--- src/rtl/timer_ctrl_if.sv ---
// Control/status bundle for timer_ctrl: software-style commands in, countdown status out.
// The master drives commands; the timer itself is the slave.
interface timer_ctrl_if #(
    parameter int W = 16
);
    logic         load_en;
    logic [W-1:0] load_val;
    logic         mode;
    logic         start;
    logic         stop;
    logic         busy;
    logic [W-1:0] count;
    logic         tick;
    logic         done_tick;

    modport master (
        output load_en, load_val, mode, start, stop,
        input  busy, count, tick, done_tick
    );

    modport slave (
        input  load_en, load_val, mode, start, stop,
        output busy, count, tick, done_tick
    );
endinterface

--- src/rtl/timer_ctrl.sv ---
// Programmable timer: mod-PRESCALE prescaler feeding a W-bit down-counter, producing
// one-shot or periodic expiry pulses after reload*PRESCALE clock cycles.
module timer_ctrl #(
    parameter int PRESCALE = 10,
    parameter int W        = 16
) (
    input  logic        clk,
    input  logic        reset,
    timer_ctrl_if.slave bus
);
    typedef enum logic {
        IDLE = 1'b0,
        RUN  = 1'b1
    } state_t;

    localparam int            PW      = (PRESCALE > 1) ? $clog2(PRESCALE) : 1;
    localparam logic [PW-1:0] PRE_MAX = PW'(PRESCALE - 1);

    state_t        state_q, state_d;
    logic [PW-1:0] pre_q, pre_d;
    logic [W-1:0]  count_q, count_d;
    logic [W-1:0]  reload_q, reload_d;
    logic [W-1:0]  eff_reload;
    logic          done_q, done_d;
    logic          tick_w;

    // Outputs decode only registered state, so no input reaches an output combinationally.
    assign tick_w        = (state_q == RUN) && (pre_q == PRE_MAX);
    assign bus.busy      = (state_q == RUN);
    assign bus.count     = count_q;
    assign bus.tick      = tick_w;
    assign bus.done_tick = done_q;

    // A load in the same cycle as start bypasses the reload register.
    assign eff_reload = bus.load_en ? bus.load_val : reload_q;

    always_comb begin
        // NOTE: every variable gets a default before the case so no path leaves it unassigned (no latches).
        state_d  = state_q;
        pre_d    = pre_q;
        count_d  = count_q;
        reload_d = eff_reload;
        done_d   = 1'b0;

        case (state_q)
            IDLE: begin
                pre_d = '0;
                if (!bus.stop && bus.start && (eff_reload != '0)) begin
                    state_d = RUN;
                    count_d = eff_reload;
                end
            end
            RUN: begin
                if (bus.stop || (bus.start && (eff_reload == '0))) begin
                    state_d = IDLE;
                    pre_d   = '0;
                end else if (bus.start) begin
                    count_d = eff_reload;
                    pre_d   = '0;
                end else begin
                    pre_d = tick_w ? '0 : pre_q + PW'(1);
                    if (tick_w) begin
                        if (count_q > W'(1)) begin
                            count_d = count_q - W'(1);
                        end else begin
                            // Expiry: periodic mode reloads from the register, not a same-cycle load.
                            done_d = 1'b1;
                            if (bus.mode) begin
                                count_d = reload_q;
                            end else begin
                                state_d = IDLE;
                                count_d = '0;
                            end
                        end
                    end
                end
            end
        endcase
    end

    always_ff @(posedge clk) begin
        // NOTE: sequential state uses non-blocking assignments so all registers update together.
        if (reset) begin
            state_q  <= IDLE;
            pre_q    <= '0;
            count_q  <= '0;
            reload_q <= '0;
            done_q   <= 1'b0;
        end else begin
            state_q  <= state_d;
            pre_q    <= pre_d;
            count_q  <= count_d;
            reload_q <= reload_d;
            done_q   <= done_d;
        end
    end
endmodule
--- src/flat_wrapper.sv ---
// flat-port wrapper written by rule: the top's interface ports become plain ports
module timer_ctrl_flat 
#(
    parameter int PRESCALE = 10,
    parameter int W        = 16
)
  (clk, reset, bus_load_en, bus_load_val, bus_mode, bus_start, bus_stop, bus_busy, bus_count, bus_tick, bus_done_tick);
  timer_ctrl_if #(.W(W)) bus_i ();
  input  logic clk;
  input  logic reset;
  input wire logic [$bits(bus_i.load_en)-1:0] bus_load_en;
  input wire logic [$bits(bus_i.load_val)-1:0] bus_load_val;
  input wire logic [$bits(bus_i.mode)-1:0] bus_mode;
  input wire logic [$bits(bus_i.start)-1:0] bus_start;
  input wire logic [$bits(bus_i.stop)-1:0] bus_stop;
  output wire logic [$bits(bus_i.busy)-1:0] bus_busy;
  output wire logic [$bits(bus_i.count)-1:0] bus_count;
  output wire logic [$bits(bus_i.tick)-1:0] bus_tick;
  output wire logic [$bits(bus_i.done_tick)-1:0] bus_done_tick;
  assign bus_i.load_en = bus_load_en;
  assign bus_i.load_val = bus_load_val;
  assign bus_i.mode = bus_mode;
  assign bus_i.start = bus_start;
  assign bus_i.stop = bus_stop;
  assign bus_busy = bus_i.busy;
  assign bus_count = bus_i.count;
  assign bus_tick = bus_i.tick;
  assign bus_done_tick = bus_i.done_tick;
  timer_ctrl #(.PRESCALE(PRESCALE), .W(W)) u_core (.clk(clk), .reset(reset), .bus(bus_i));
endmodule
--- config.mk ---
export PLATFORM = sky130hd
export DESIGN_NAME = timer_ctrl_flat
export DESIGN_NICKNAME = d
export VERILOG_FILES = /design/src/rtl/timer_ctrl_if.sv /design/src/rtl/timer_ctrl.sv /design/src/flat_wrapper.sv
export SDC_FILE = /design/constraint.sdc
export NUM_CORES = 1
export LEC_CHECK = 0
export ABC_AREA = 1
export CORE_MARGIN = 3
export CORE_UTILIZATION = 54
export CTS_BUF_LIST = sky130_fd_sc_hd__clkbuf_16
export DETAILED_ROUTE_END_ITERATION = 10
export PLACE_DENSITY = 0.8
export SLEW_MARGIN = 20
export SYNTH_ARGS = -nofsm -noshare
export SYNTH_HDL_FRONTEND = slang
export SYNTH_SLANG_ARGS = --single-unit
--- constraint.sdc ---
create_clock -name clk -period 2.35 [get_ports clk]
set_clock_uncertainty 0.05 [all_clocks]
set_input_delay 0.705 -clock clk [delete_from_list [all_inputs] [get_ports clk]]
set_output_delay 0.705 -clock clk [all_outputs]
set_load 0.02 [all_outputs]
==> run summary <==
The number of detailed-routing iterations run before antenna repair is 5. The final critical-path required period is 2.25 ns. Sorting the synthesized cells by area gives the leading types as sky130_fd_sc_hd__dfxtp_1 29%, sky130_fd_sc_hd__nand2_1 23%, sky130_fd_sc_hd__nor2_1 12%. In this run the clock root is driven by a sky130_fd_sc_hd__clkbuf_16. The number of distinct standard cells referenced by the synthesized netlist came out at 30. The final worst slack came out at 0.0991 ns. The total overflow reported by the global router came out at 0.

In this run, CTS created clock tree buffers numbering 5. The number of global-route vias before repair is 2613. In this run the register-to-register setup slack is 0.29 ns. The post-synth design cell area came out at 2650 µm². In this run the worst path has a maximum fanout of 4. Yosys instantiated no cell more often than sky130_fd_sc_hd__nand2_1. The width of the chip is 76.1 µm.

The gate count after technology mapping came out at 459. The total via count after detailed routing is 2915. The number of DRC violations after detailed routing came out at 0. Counting tap cells, the placed design contains a total of 579 instances. The total of warnings raised by yosys is 0.

The mean area per synthesized cell came out at 5.78 µm². The repair_antennas step left the layout with diodes totalling 0. STA classifies the critical path endpoint as a primary output.

The number of primary I/O pins is 41. The flow ran to the end, and the final reports show no timing, DRC or antenna violations. The post-detailed-route count of antenna-violating nets is 0. At the pin with the least slew margin, the transition time is 0.401 ns. The clock passes through at most 2 buffers. The summed negative setup slack over all endpoints came out at 0 ns. The setup violation total in the final timing report came out at 0. The worst hold path belongs to the class register to register. TritonCTS built the clock tree.

The top cell type by total area after synthesis is sky130_fd_sc_hd__dfxtp_1. In this run the vertical extent of the chip is 76.1 µm. Dividing the detail-routed via count by the number of cells gives 4.97. The number of synthesized flops with an enable pin is 0. The first global-routing pass estimated 11800 µm of wire. Across the VDD grid, the largest voltage drop is 319 µV.

The proportion of layout cells with a drive suffix above 1 came out at 0.106. The worst setup path is launched from a register. The maximum operating frequency is 444 MHz. STA puts the critical path data required time at 1.59 ns. The tool flagged a number of max-cap violations equal to 0. Row generation in the floorplan step produced 24 rows. After floorplanning, the core was sized to cover 4530 µm². The total die area came out at 5790 µm². The average wire per cell in the routed design is 11.9 µm. The fraction of registers with async set or reset after synthesis came out at 0. The number of port buffers came out at 40. For this run, the total global-route usage over all layers was measured as 0.244. Clock-pin slew was measured on the worst setup and hold paths at 0.06 ns. The routed wire length came out at 6950 µm. The max-slew violation total from the final report is 0. Setup repair after global routing left no endpoint under its margin. The clock network latency to the later pin of the worst-skew pair is 0.28 ns. The weighted congestion reported at the end of routability-driven placement came out at 0.887. The share of synthesized area occupied by flip-flops and latches came out at 0.287. The count of H-tree levels built during CTS came out at 2. The hold violation count in the final report is 0. The detailed router's first-iteration violation count is 236. The number of antenna violations at the first check in global routing is 0.

The portion of the clock cycle consumed by the worst path in the final layout is 0.958. The primary flip-flop cell chosen by synthesis mapping is sky130_fd_sc_hd__dfxtp_1. The estimated wirelength of the detail-placed design is 5320 µm. The tree built by TritonCTS fans out to 38 sinks.

The top-area cell type share of the netlist area came out at 0.287. For this design the static power due to leakage is 1.80 nW. By count the netlist is led by 159 x sky130_fd_sc_hd__nand2_1, 82 x sky130_fd_sc_hd__nor2_1, 58 x sky130_fd_sc_hd__inv_1. The area overhead of the layout relative to synthesis is 29.2%. The total power per unit cell area is 585 nW/µm². When the netlist entered floorplanning its net count stood at 485. Entering global routing, the biggest net connects 18 pins. After the last flow step, the layout net total stands at 547. Headroom to the max-slew limit came out at 0.732. The endpoint arrival time on the critical path came out at 1.50 ns.

The flip-flop and latch count after synthesis is 38. The pre-CTS setup slack is -0.298 ns. The worst setup path category is register to primary output. The initial cell density of the core came out at 0.585.

The total power of the final layout is 0.00200 W. The number of cells in the finished layout apart from fillers is 586.
## placed cells by master, fill, tap and decap left out, drive strengths merged
master	count
nand3	48
nand3b	8
dfxtp	38
buf	30
nand4	4
nand2	163
clkbuf	5
dlygate4sd2	2
nor4	1
inv	61
clkinv	5
clkdlybuf4s50	38
or2	1
o21ai	6
ha	4
nor2	89
xor2	5
a21oi	8
nor3	4
xnor2	1
## layout make-up
cell class,count,area (µm²)
multi-input cells,342,1550
repair buffers,70,661
flip-flops and latches,38,761
clock buffers,5,125
clock inverters,2,10.0
inverters,64,243
fillers,394,1110
well taps,65,81.3
## registers in the layout (all words and copies together), names as in the netlist
register / count
u_core.pre_q: 4
u_core.bus.done_tick: 1
u_core.bus.busy: 1
u_core.reload_q: 16
u_core.bus.count: 16
## power breakdown
| group | internal [W] | switching [W] |
|---|---|---|
| Combinational | 0.000257 | 0.000384 |
| Clock | 0.000383 | 0.000254 |
| Sequential | 0.000684 | 0.0000413 |
| Total | 0.00132 | 0.000679 |
## timing repair
| item | in CTS | in global routing |
|---|---|---|
| hold buffers | 0 | 0 |
| hold endpoints to repair | 0 | 0 |
| setup buffers | 0 | 0 |
| gates resized for setup | 3 | 0 |
| endpoints found under the setup margin | 6 | 0 |
## final timing paths
| check | from | endpoint | cells past startpoint |
|---|---|---|---|
| min | u_core.pre_q[0] | u_core.pre_q[0] | 1 |
| min reg2reg | u_core.pre_q[0] | u_core.pre_q[0] | 1 |
| max reg2reg | u_core.bus.count[0] | u_core.bus.count[13] | 11 |
| max | u_core.pre_q[0] | bus_tick | 6 |
## logic make-up after synthesis
| group | after synthesis | share of synthesized area |
|---|---|---|
| AO/OA/AOI/OAI | 14 | 0.0278 |
| XOR/XNOR | 6 | 0.0198 |
| adder cells (fa/ha/maj) | 4 | 0.0189 |
| buffers and inverters | 79 | 0.131 |
| flip-flops | 38 | 0.287 |
| AND/OR/NAND/NOR | 318 | 0.516 |
## critical path: stages, from the launching register on
cell,delay [ns]
sky130_fd_sc_hd__dfxtp_1,0.37
sky130_fd_sc_hd__ha_1,0.16
sky130_fd_sc_hd__inv_1,0.03
sky130_fd_sc_hd__nor2_1,0.08
sky130_fd_sc_hd__nand3_1,0.12
sky130_fd_sc_hd__inv_1,0.10
sky130_fd_sc_hd__dlygate4sd2_1,0.35
## metrics by stage
step / area [µm²] / hold WS (ns) / util
CTS: 3430 / 0.431 / 0.756
floorplan: 2650 / 0.384 / -
detailed placement: 3290 / 0.418 / 0.726
global placement: 3290 / 0.400 / 0.726
global route: 3430 / 0.461 / 0.756
finish: 3430 / 0.424 / 0.756
## routing by layer
layer,global-route usage,vias up,share of wire
met5,0,-,0
met4,0.0851,0,0.025
met3,0.0437,21,0.056
met2,0.415,97,0.46
met1,0.310,1275,0.46
li1,-,1522,-
(Power assumes the default switching activity.)
